==> src/rtl/exec_monitor.sv <==
// Retire-stream execution monitor: saturating per-class instruction counters,
// halt detection and a no-retire watchdog for the RISC-V cores.
module exec_monitor #(
    parameter int unsigned XLEN      = 64,
    parameter int unsigned CNT_W     = 32,
    parameter int unsigned TIMEOUT   = 4096,
    parameter logic [31:0] HALT_INSN = 32'h0
) (
    input  logic             clk,
    input  logic             reset_n,
    input  logic             start,
    input  logic             clear,
    input  logic             instr_valid,
    input  logic [31:0]      instruction,
    input  logic [XLEN-1:0]  pc,
    input  logic             branch_taken,
    output logic             busy,
    output logic             halted,
    output logic             timed_out,
    output logic             done,
    output logic [CNT_W-1:0] cycle_cnt,
    output logic [CNT_W-1:0] instr_cnt,
    output logic [CNT_W-1:0] alu_cnt,
    output logic [CNT_W-1:0] load_cnt,
    output logic [CNT_W-1:0] store_cnt,
    output logic [CNT_W-1:0] branch_cnt,
    output logic [CNT_W-1:0] taken_cnt,
    output logic [CNT_W-1:0] illegal_cnt,
    output logic [XLEN-1:0]  last_pc,
    output logic [XLEN-1:0]  halt_pc
);

    localparam int unsigned       WDOG_W    = $clog2(TIMEOUT + 1);
    localparam logic [CNT_W-1:0]  CNT_MAX   = '1;
    localparam logic [WDOG_W-1:0] WDOG_LAST = WDOG_W'(TIMEOUT - 1);

    typedef enum logic [1:0] {StIdle, StRun, StHalted, StTimeout} state_e;

    state_e state_q, state_d;

    logic [CNT_W-1:0]  cycle_q, instr_q, alu_q, load_q, store_q, branch_q, taken_q, illegal_q;
    logic [XLEN-1:0]   last_pc_q, halt_pc_q;
    logic [WDOG_W-1:0] wdog_q;
    logic              done_q;

    logic [6:0] opcode;
    logic       retire, is_halt, counted, zero;
    logic       is_alu, is_load, is_store, is_branch, is_illegal;

    function automatic logic [CNT_W-1:0] sat_inc(input logic [CNT_W-1:0] v);
        return (v == CNT_MAX) ? v : v + 1'b1;
    endfunction

    assign opcode     = instruction[6:0];
    assign is_alu     = (opcode == 7'b0110011) || (opcode == 7'b0010011);
    assign is_load    = (opcode == 7'b0000011);
    assign is_store   = (opcode == 7'b0100011);
    assign is_branch  = (opcode == 7'b1100011);
    assign is_illegal = !(is_alu || is_load || is_store || is_branch);

    assign retire  = (state_q == StRun) && instr_valid;
    assign is_halt = retire && (instruction == HALT_INSN);
    assign counted = retire && !is_halt;
    // Entering RUN or clearing wipes all statistics on the same edge.
    assign zero    = clear || ((state_d == StRun) && (state_q != StRun));

    always_ff @(posedge clk or negedge reset_n) begin
        if (!reset_n) begin
            state_q <= StIdle;
        end else begin
            state_q <= state_d;
        end
    end

    always_comb begin
        state_d = state_q;
        if (clear) begin
            state_d = StIdle;
        end else begin
            unique case (state_q)
                StIdle:    if (start) state_d = StRun;
                StRun: begin
                    if (is_halt) begin
                        state_d = StHalted;
                    end else if (!instr_valid && (wdog_q == WDOG_LAST)) begin
                        state_d = StTimeout;
                    end
                end
                StHalted:  if (start) state_d = StRun;
                StTimeout: if (start) state_d = StRun;
                default:   state_d = StIdle;
            endcase
        end
    end

    always_comb begin
        busy      = (state_q == StRun);
        halted    = (state_q == StHalted);
        timed_out = (state_q == StTimeout);
    end

    always_ff @(posedge clk or negedge reset_n) begin
        if (!reset_n) begin
            cycle_q   <= '0;
            instr_q   <= '0;
            alu_q     <= '0;
            load_q    <= '0;
            store_q   <= '0;
            branch_q  <= '0;
            taken_q   <= '0;
            illegal_q <= '0;
            last_pc_q <= '0;
            halt_pc_q <= '0;
            wdog_q    <= '0;
        end else if (zero) begin
            cycle_q   <= '0;
            instr_q   <= '0;
            alu_q     <= '0;
            load_q    <= '0;
            store_q   <= '0;
            branch_q  <= '0;
            taken_q   <= '0;
            illegal_q <= '0;
            last_pc_q <= '0;
            halt_pc_q <= '0;
            wdog_q    <= '0;
        end else begin
            if (state_q == StRun) begin
                cycle_q <= sat_inc(cycle_q);
                wdog_q  <= retire ? '0 : wdog_q + 1'b1;
            end
            if (counted) begin
                instr_q   <= sat_inc(instr_q);
                last_pc_q <= pc;
                if (is_alu)                    alu_q     <= sat_inc(alu_q);
                if (is_load)                   load_q    <= sat_inc(load_q);
                if (is_store)                  store_q   <= sat_inc(store_q);
                if (is_branch)                 branch_q  <= sat_inc(branch_q);
                if (is_branch && branch_taken) taken_q   <= sat_inc(taken_q);
                if (is_illegal)                illegal_q <= sat_inc(illegal_q);
            end
            if (is_halt) begin
                halt_pc_q <= pc;
            end
        end
    end

    always_ff @(posedge clk or negedge reset_n) begin
        if (!reset_n) begin
            done_q <= 1'b0;
        end else begin
            done_q <= (state_q == StRun) && ((state_d == StHalted) || (state_d == StTimeout));
        end
    end

    assign done        = done_q;
    assign cycle_cnt   = cycle_q;
    assign instr_cnt   = instr_q;
    assign alu_cnt     = alu_q;
    assign load_cnt    = load_q;
    assign store_cnt   = store_q;
    assign branch_cnt  = branch_q;
    assign taken_cnt   = taken_q;
    assign illegal_cnt = illegal_q;
    assign last_pc     = last_pc_q;
    assign halt_pc     = halt_pc_q;

endmodule

==> config.mk <==
export PLATFORM = sky130hd
export DESIGN_NAME = exec_monitor
export DESIGN_NICKNAME = d
export VERILOG_FILES = /design/src/rtl/exec_monitor.sv
export SDC_FILE = /design/constraint.sdc
export NUM_CORES = 1
export LEC_CHECK = 0
export CORE_ASPECT_RATIO = 0.8
export CORE_MARGIN = 2
export CORE_UTILIZATION = 29
export DETAILED_ROUTE_END_ITERATION = 6
export GPL_TIMING_DRIVEN = 0
export PLACE_DENSITY = 0.53
export SYNTH_ARGS = -nofsm -noshare
export SYNTH_HDL_FRONTEND = slang
export SYNTH_SLANG_ARGS = --single-unit
==> constraint.sdc <==
create_clock -name clk -period 4.4 [get_ports clk]
set_clock_uncertainty 0.2 [all_clocks]
set_input_delay 0.66 -clock clk [delete_from_list [all_inputs] [get_ports clk]]
set_output_delay 0.66 -clock clk [all_outputs]
set_load 0.05 [all_outputs]
* Word-level counts from Yosys, hierarchy flattened
Cells that the tools add are included.
Word-level totals: register bits after elaboration 400, bits of input ports 102
Operators by class: add/subtract/negate cells 9, equality and inequality tests 30, muxes and demuxes 42, reductions and logical operators 34
Operators with widths (number):
- $mux W32 | 30
- $add A32 B1 Y32 const B | 8
- $eq A32 B32 Y1 const B | 8
- $mux W64 | 4
- $mux W13 | 3
- $logic_not A32 Y1 | 1
- $ne A2 B2 Y1 const B | 9
- $reduce_and A3 Y1 | 6
- $reduce_bool A2 Y1 | 8
- $eq A7 B6 Y1 const B | 2
- $add A13 B1 Y13 const B | 1
- $eq A13 B12 Y1 const B | 1
- $eq A2 B2 Y1 const B | 4
- $mux W2 | 4
- $eq A7 B2 Y1 const B | 1
- $eq A7 B5 Y1 const B | 1
- $eq A7 B7 Y1 const B | 1
- $logic_and A1 B1 Y1 | 7
- $logic_or A1 B1 Y1 | 6
- $eq A2 B1 Y1 const B | 2
- $pmux W2 S2 | 1
- $reduce_and A2 Y1 | 2
- $reduce_or A3 Y1 | 1
- $logic_not A1 Y1 | 2
- 2 further kinds | 2

* Depth between registers and ports, before layout
depth after elaboration 11, depth in mapped cells 10, mapped depth without buffers 7

* Least setup slack after synthesis
No wires, ideal clock.
kind reg2reg, from reg branch_q[0], in the netlist branch_cnt[0], to reg branch_q[0], in the netlist branch_cnt[0], library setup time 132 ps, data arrival time 2434 ps, data required time 4068 ps, path slack 1634 ps, cell stages (with the launch flop) 9, buffers on the path 1, period minus slack after synthesis 2766 ps, path through dfrtp_1 ha_1 nand4_1 nor4_1 nor3b_1 clkbuf_1 nor2_1 xnor2_1 nor2_1
Between the ends: longest elaborated chain between the ends 5, elaborated cells between the ends (all ways) 8, classes of those cells add/sub (1); eq/ne (2); mux (4); reduce/logical (1)
Ends and longest elaborated chain:
- start, declared | line 41 | logic [CNT_W-1:0] cycle_q, instr_q, alu_q, load_q, store_q, branch_q, taken_q, illegal_q;
- start signal, assigned | line 138 | if (is_branch) branch_q <= sat_inc(branch_q);
- $add A32 B1 Y32 | line 51 | return (v == CNT_MAX) ? v : v + 1'b1;
- $mux W32 | line 51
- $mux W32 | line 138
- $mux W32 | line 132 | if (counted) begin
- $mux W32 | line 115 | end else if (zero) begin
Several ways; a longest one is shown, not always the timed one. The select of a mux whose other input is x is not followed. A chain may end at the register's enable or synchronous reset.

* Final worst setup path
from reg state_q[1], to reg wdog_q[10]
Between the ends: longest elaborated chain between the ends 10, elaborated cells between the ends (all ways) 20, classes of those cells eq/ne (5); mux (8); reduce/logical (7)
Ends and longest elaborated chain:
- start, declared | line 39 | state_e state_q, state_d;
- start signal, assigned | line 69 | state_q <= StIdle;
- start signal, assigned | line 71 | state_q <= state_d;
- $eq A2 B1 Y1 | line 61, 80, 128
- $logic_and A1 B1 Y1 | line 61 | assign retire = (state_q == StRun) && instr_valid;
- $logic_and A1 B1 Y1 | line 62 | assign is_halt = retire && (instruction == HALT_INSN);
- $mux W2 | line 83 | if (is_halt) begin
- $pmux W2 S2 | line 80 | unique case (state_q)
- $mux W2 | line 77 | if (clear) begin
- $eq A2 B1 Y1 | line 65 | assign zero = clear || ((state_d == StRun) && (state_q != StRun));
- $logic_and A1 B1 Y1 | line 65
- $logic_or A1 B1 Y1 | line 65
- $mux W13 / $reduce_bool A2 Y1 (equally long branches)
- end signal, assigned | line 130 | wdog_q <= retire ? '0 : wdog_q + 1'b1;
- end, declared | line 43 | logic [WDOG_W-1:0] wdog_q;
Several ways; a longest one is shown, not always the timed one. The select of a mux whose other input is x is not followed.

==> flow_summary.toml <==
[sta]
final.setup.tns_ns = 0
timing.final.crit_share = 0.897
min_period_ns = 3.95
slew_headroom = 0.159
slew_violations = 0
hold_viol_final = 0
worst_slew_pin_slew_ns = 1.26
fmax_mhz = 253
rsz0062_at_grt = "false"
setup_viol = 0
setup_ws_ns = 0.451

[critical_path]
arrival_ns = 4.15
worstSetupPathType = "reg -> reg"
worstRegToRegCells = 6
critPathMaxFanout = 10
critPathLaunchType = "flop"
end_kind = "flop"
crit_required_ns = 4.61

[synthesis]
yosys_warnings = 0
synthArstFlopShare = 1.00
syn-mean-instance-area_um2 = 9.03
netlist_top_cells_area = "dfrtp_1 51%, nand2_1 7.3%, xnor2_1 5.1%"
yosysTopAreaCell = "dfrtp_1"
synth_area_um2 = 19700
synth_top_family_by_area = "simple AND/OR/NAND/NOR gates"
synth_edf_count = 0
synthCells = 2185
synth-xor-area-share = 0.0791
synth-compound-area-share = 0.0856
synthSimpleGateAreaFrac = 0.288
synth_nets = 2296
ys_ff_latch = 400
synthMuxAreaShare = 0.00660
synthAdderAreaFrac = 0.00571
yosys.area.top_type_share = 0.508
ys_top_cells_by_count = "400 x dfrtp_1, 382 x nand2_1, 249 x nor2_1, 186 x a21oi_1, 115 x xnor2_1"
synth_seq_area_share = 0.508
yosysUniqueCellTypes = 63
synth.most_common_cell = "dfrtp_1"
synth_ff_type = "dfrtp_1"

[final_layout]
drive_above_1_share = 0.0413
n_fill_cell = 6675
seq_area_um2 = 10000
multi_input_area_um2 = 9180
final_area_um2 = 27400
area_growth_pct = 39.0
fin_cells = 3674
fin_nets = 2839

[worst_hold_path]
hp-class = "reg -> reg"
hold_path_depth = 2

[placed_design]
portBuffers = 488
dpl_worst_slack_ns = -0.123
finalWeightedCongestion = 0.886
dpl.cell_count = 3590
dpl-instance-area_um2 = 25800
hpwl_um = 56000

[die]
fp-row-count = 85
io_pins = 490
initial_utilization = 0.293
core-area_um2 = 67300
chipHeight_um = 237
die_x_um = 296
die_area_um2 = 70100

[clocking]
cts-resized-gates = 0
cts_buffers = 48
path_clk_slew_ns = 0.06
ctsHtreeMaxLevel = 2
cts_tree = "done"
postCtsHoldBufs = 1
clk_latency_ns = 0.59
cts.sinks = 400
cts-root-buf = "clkbuf_16"
clockBufferDepth = 3
postCtsSetupBuffers = 0

[global_routing]
grt_max_degree = 111
grt_antenna_before_repair = 3
grt_pass1_wl_um = 114000
grt_pass1_vias = 18000
overflow = 0
grt_usage = 0.209

[routing]
drc = 0
num_vias = 18600
ant_nets = 0
wl_um = 74900
wl_per_cell_um = 20.4
drtPass1Iterations = 5
first_iter_violations = 1334
vias_per_cell = 5.08

[job]
maxCapViolations = 0

[pwr]
finalPower_mw = 8.26
power_density_nw_per_um2 = 301
vdd_drop_max_v = 0.000253
p_leak_nw = 10.2

[status]
status = "finished, final reports clean"
==> per-stage QoR <==
step	hold slack, ns	util
4_1_cts	0.322	0.407
6_report	0.320	0.407
2_1_floorplan	0.164	-
5_1_grt	0.337	0.407
3_5_place_dp	0.314	0.384
3_3_place_gp	0.311	0.382
==> report_power, final <==
group	total (mW)	switching (mW)	internal (mW)
sequential	3.71	0.0152	3.70
clock	4.00	1.62	2.39
combinational	0.541	0.381	0.160
==> area by class of cell <==
cell class	instances	share of cell area
inverter	29	0.00397
tap	913	0.0417
sequential	400	0.365
clock inverter	9	0.00493
buffer	108	0.0156
antenna	2	0.000183
multi-input combinational	1648	0.335
clock buffer	72	0.0518
timing repair buffer	493	0.182
==> cells in the final DEF, fill, tap and decap left out, types with 15 or more instances in the layout <==
| cell | Yosys | routed |
|---|---|---|
| clkbuf_16 | 0 | 48 |
| or3_1 | 38 | 38 |
| xor2_1 | 63 | 63 |
| and3_1 | 45 | 45 |
| clkbuf_1 | 85 | 96 |
| nand2_1 | 382 | 382 |
| dfrtp_1 | 400 | 400 |
| clkdlybuf4s50_1 | 0 | 487 |
| nor2_1 | 249 | 249 |
| nor3_1 | 69 | 69 |
| or4_1 | 17 | 17 |
| nor4_1 | 53 | 53 |
| and2_1 | 15 | 15 |
| a21oi_1 | 186 | 186 |
| o21ai_1 | 18 | 18 |
| and4_1 | 34 | 34 |
| nand4_1 | 97 | 97 |
| xnor2_1 | 115 | 115 |
| buf_2 | 18 | 18 |
| inv_1 | 28 | 28 |
| nand3_1 | 97 | 97 |
| o21ai_0 | 29 | 29 |
==> final timing paths <==
path | from | to | slack (ns)
worst max-delay path | state_q[1] | wdog_q[10] | 0.45
worst min-delay path | last_pc[8] | last_pc[8] | 0.32
worst max register to register | state_q[1] | wdog_q[10] | 0.45
worst min register to register | last_pc[8] | last_pc[8] | 0.32
max in group asynchronous | reset_n | halt_pc[16] | 1.89
min in group asynchronous | reset_n | branch_cnt[3] | 0.56
==> critical path, cell delays in order (launching register included) <==
cell	delay, ns
dfrtp_1	0.62
nand2b_1	0.36
a21o_1	0.37
clkbuf_1	0.64
clkbuf_1	0.81
clkbuf_1	0.70
a21oi_1	0.09
==> cell families after synthesis <==
| kind of cell | count (synthesis) |
|---|---|
| simple gates | 1154 |
| flops | 400 |
| compound gates | 294 |
| xor+xnor | 178 |
| buf+inv | 137 |
| mux | 13 |
| fa+ha+maj | 9 |
==> routing by layer <==
metal | global-route usage | share of wire | up-vias
li1 | - | - | 8755
met1 | 0.299 | 0.46 | 9271
met2 | 0.325 | 0.46 | 507
met3 | 0.0338 | 0.054 | 113
met4 | 0.0621 | 0.028 | 0
met5 | 0 | 0 | -
(Power assumes the default switching activity.)
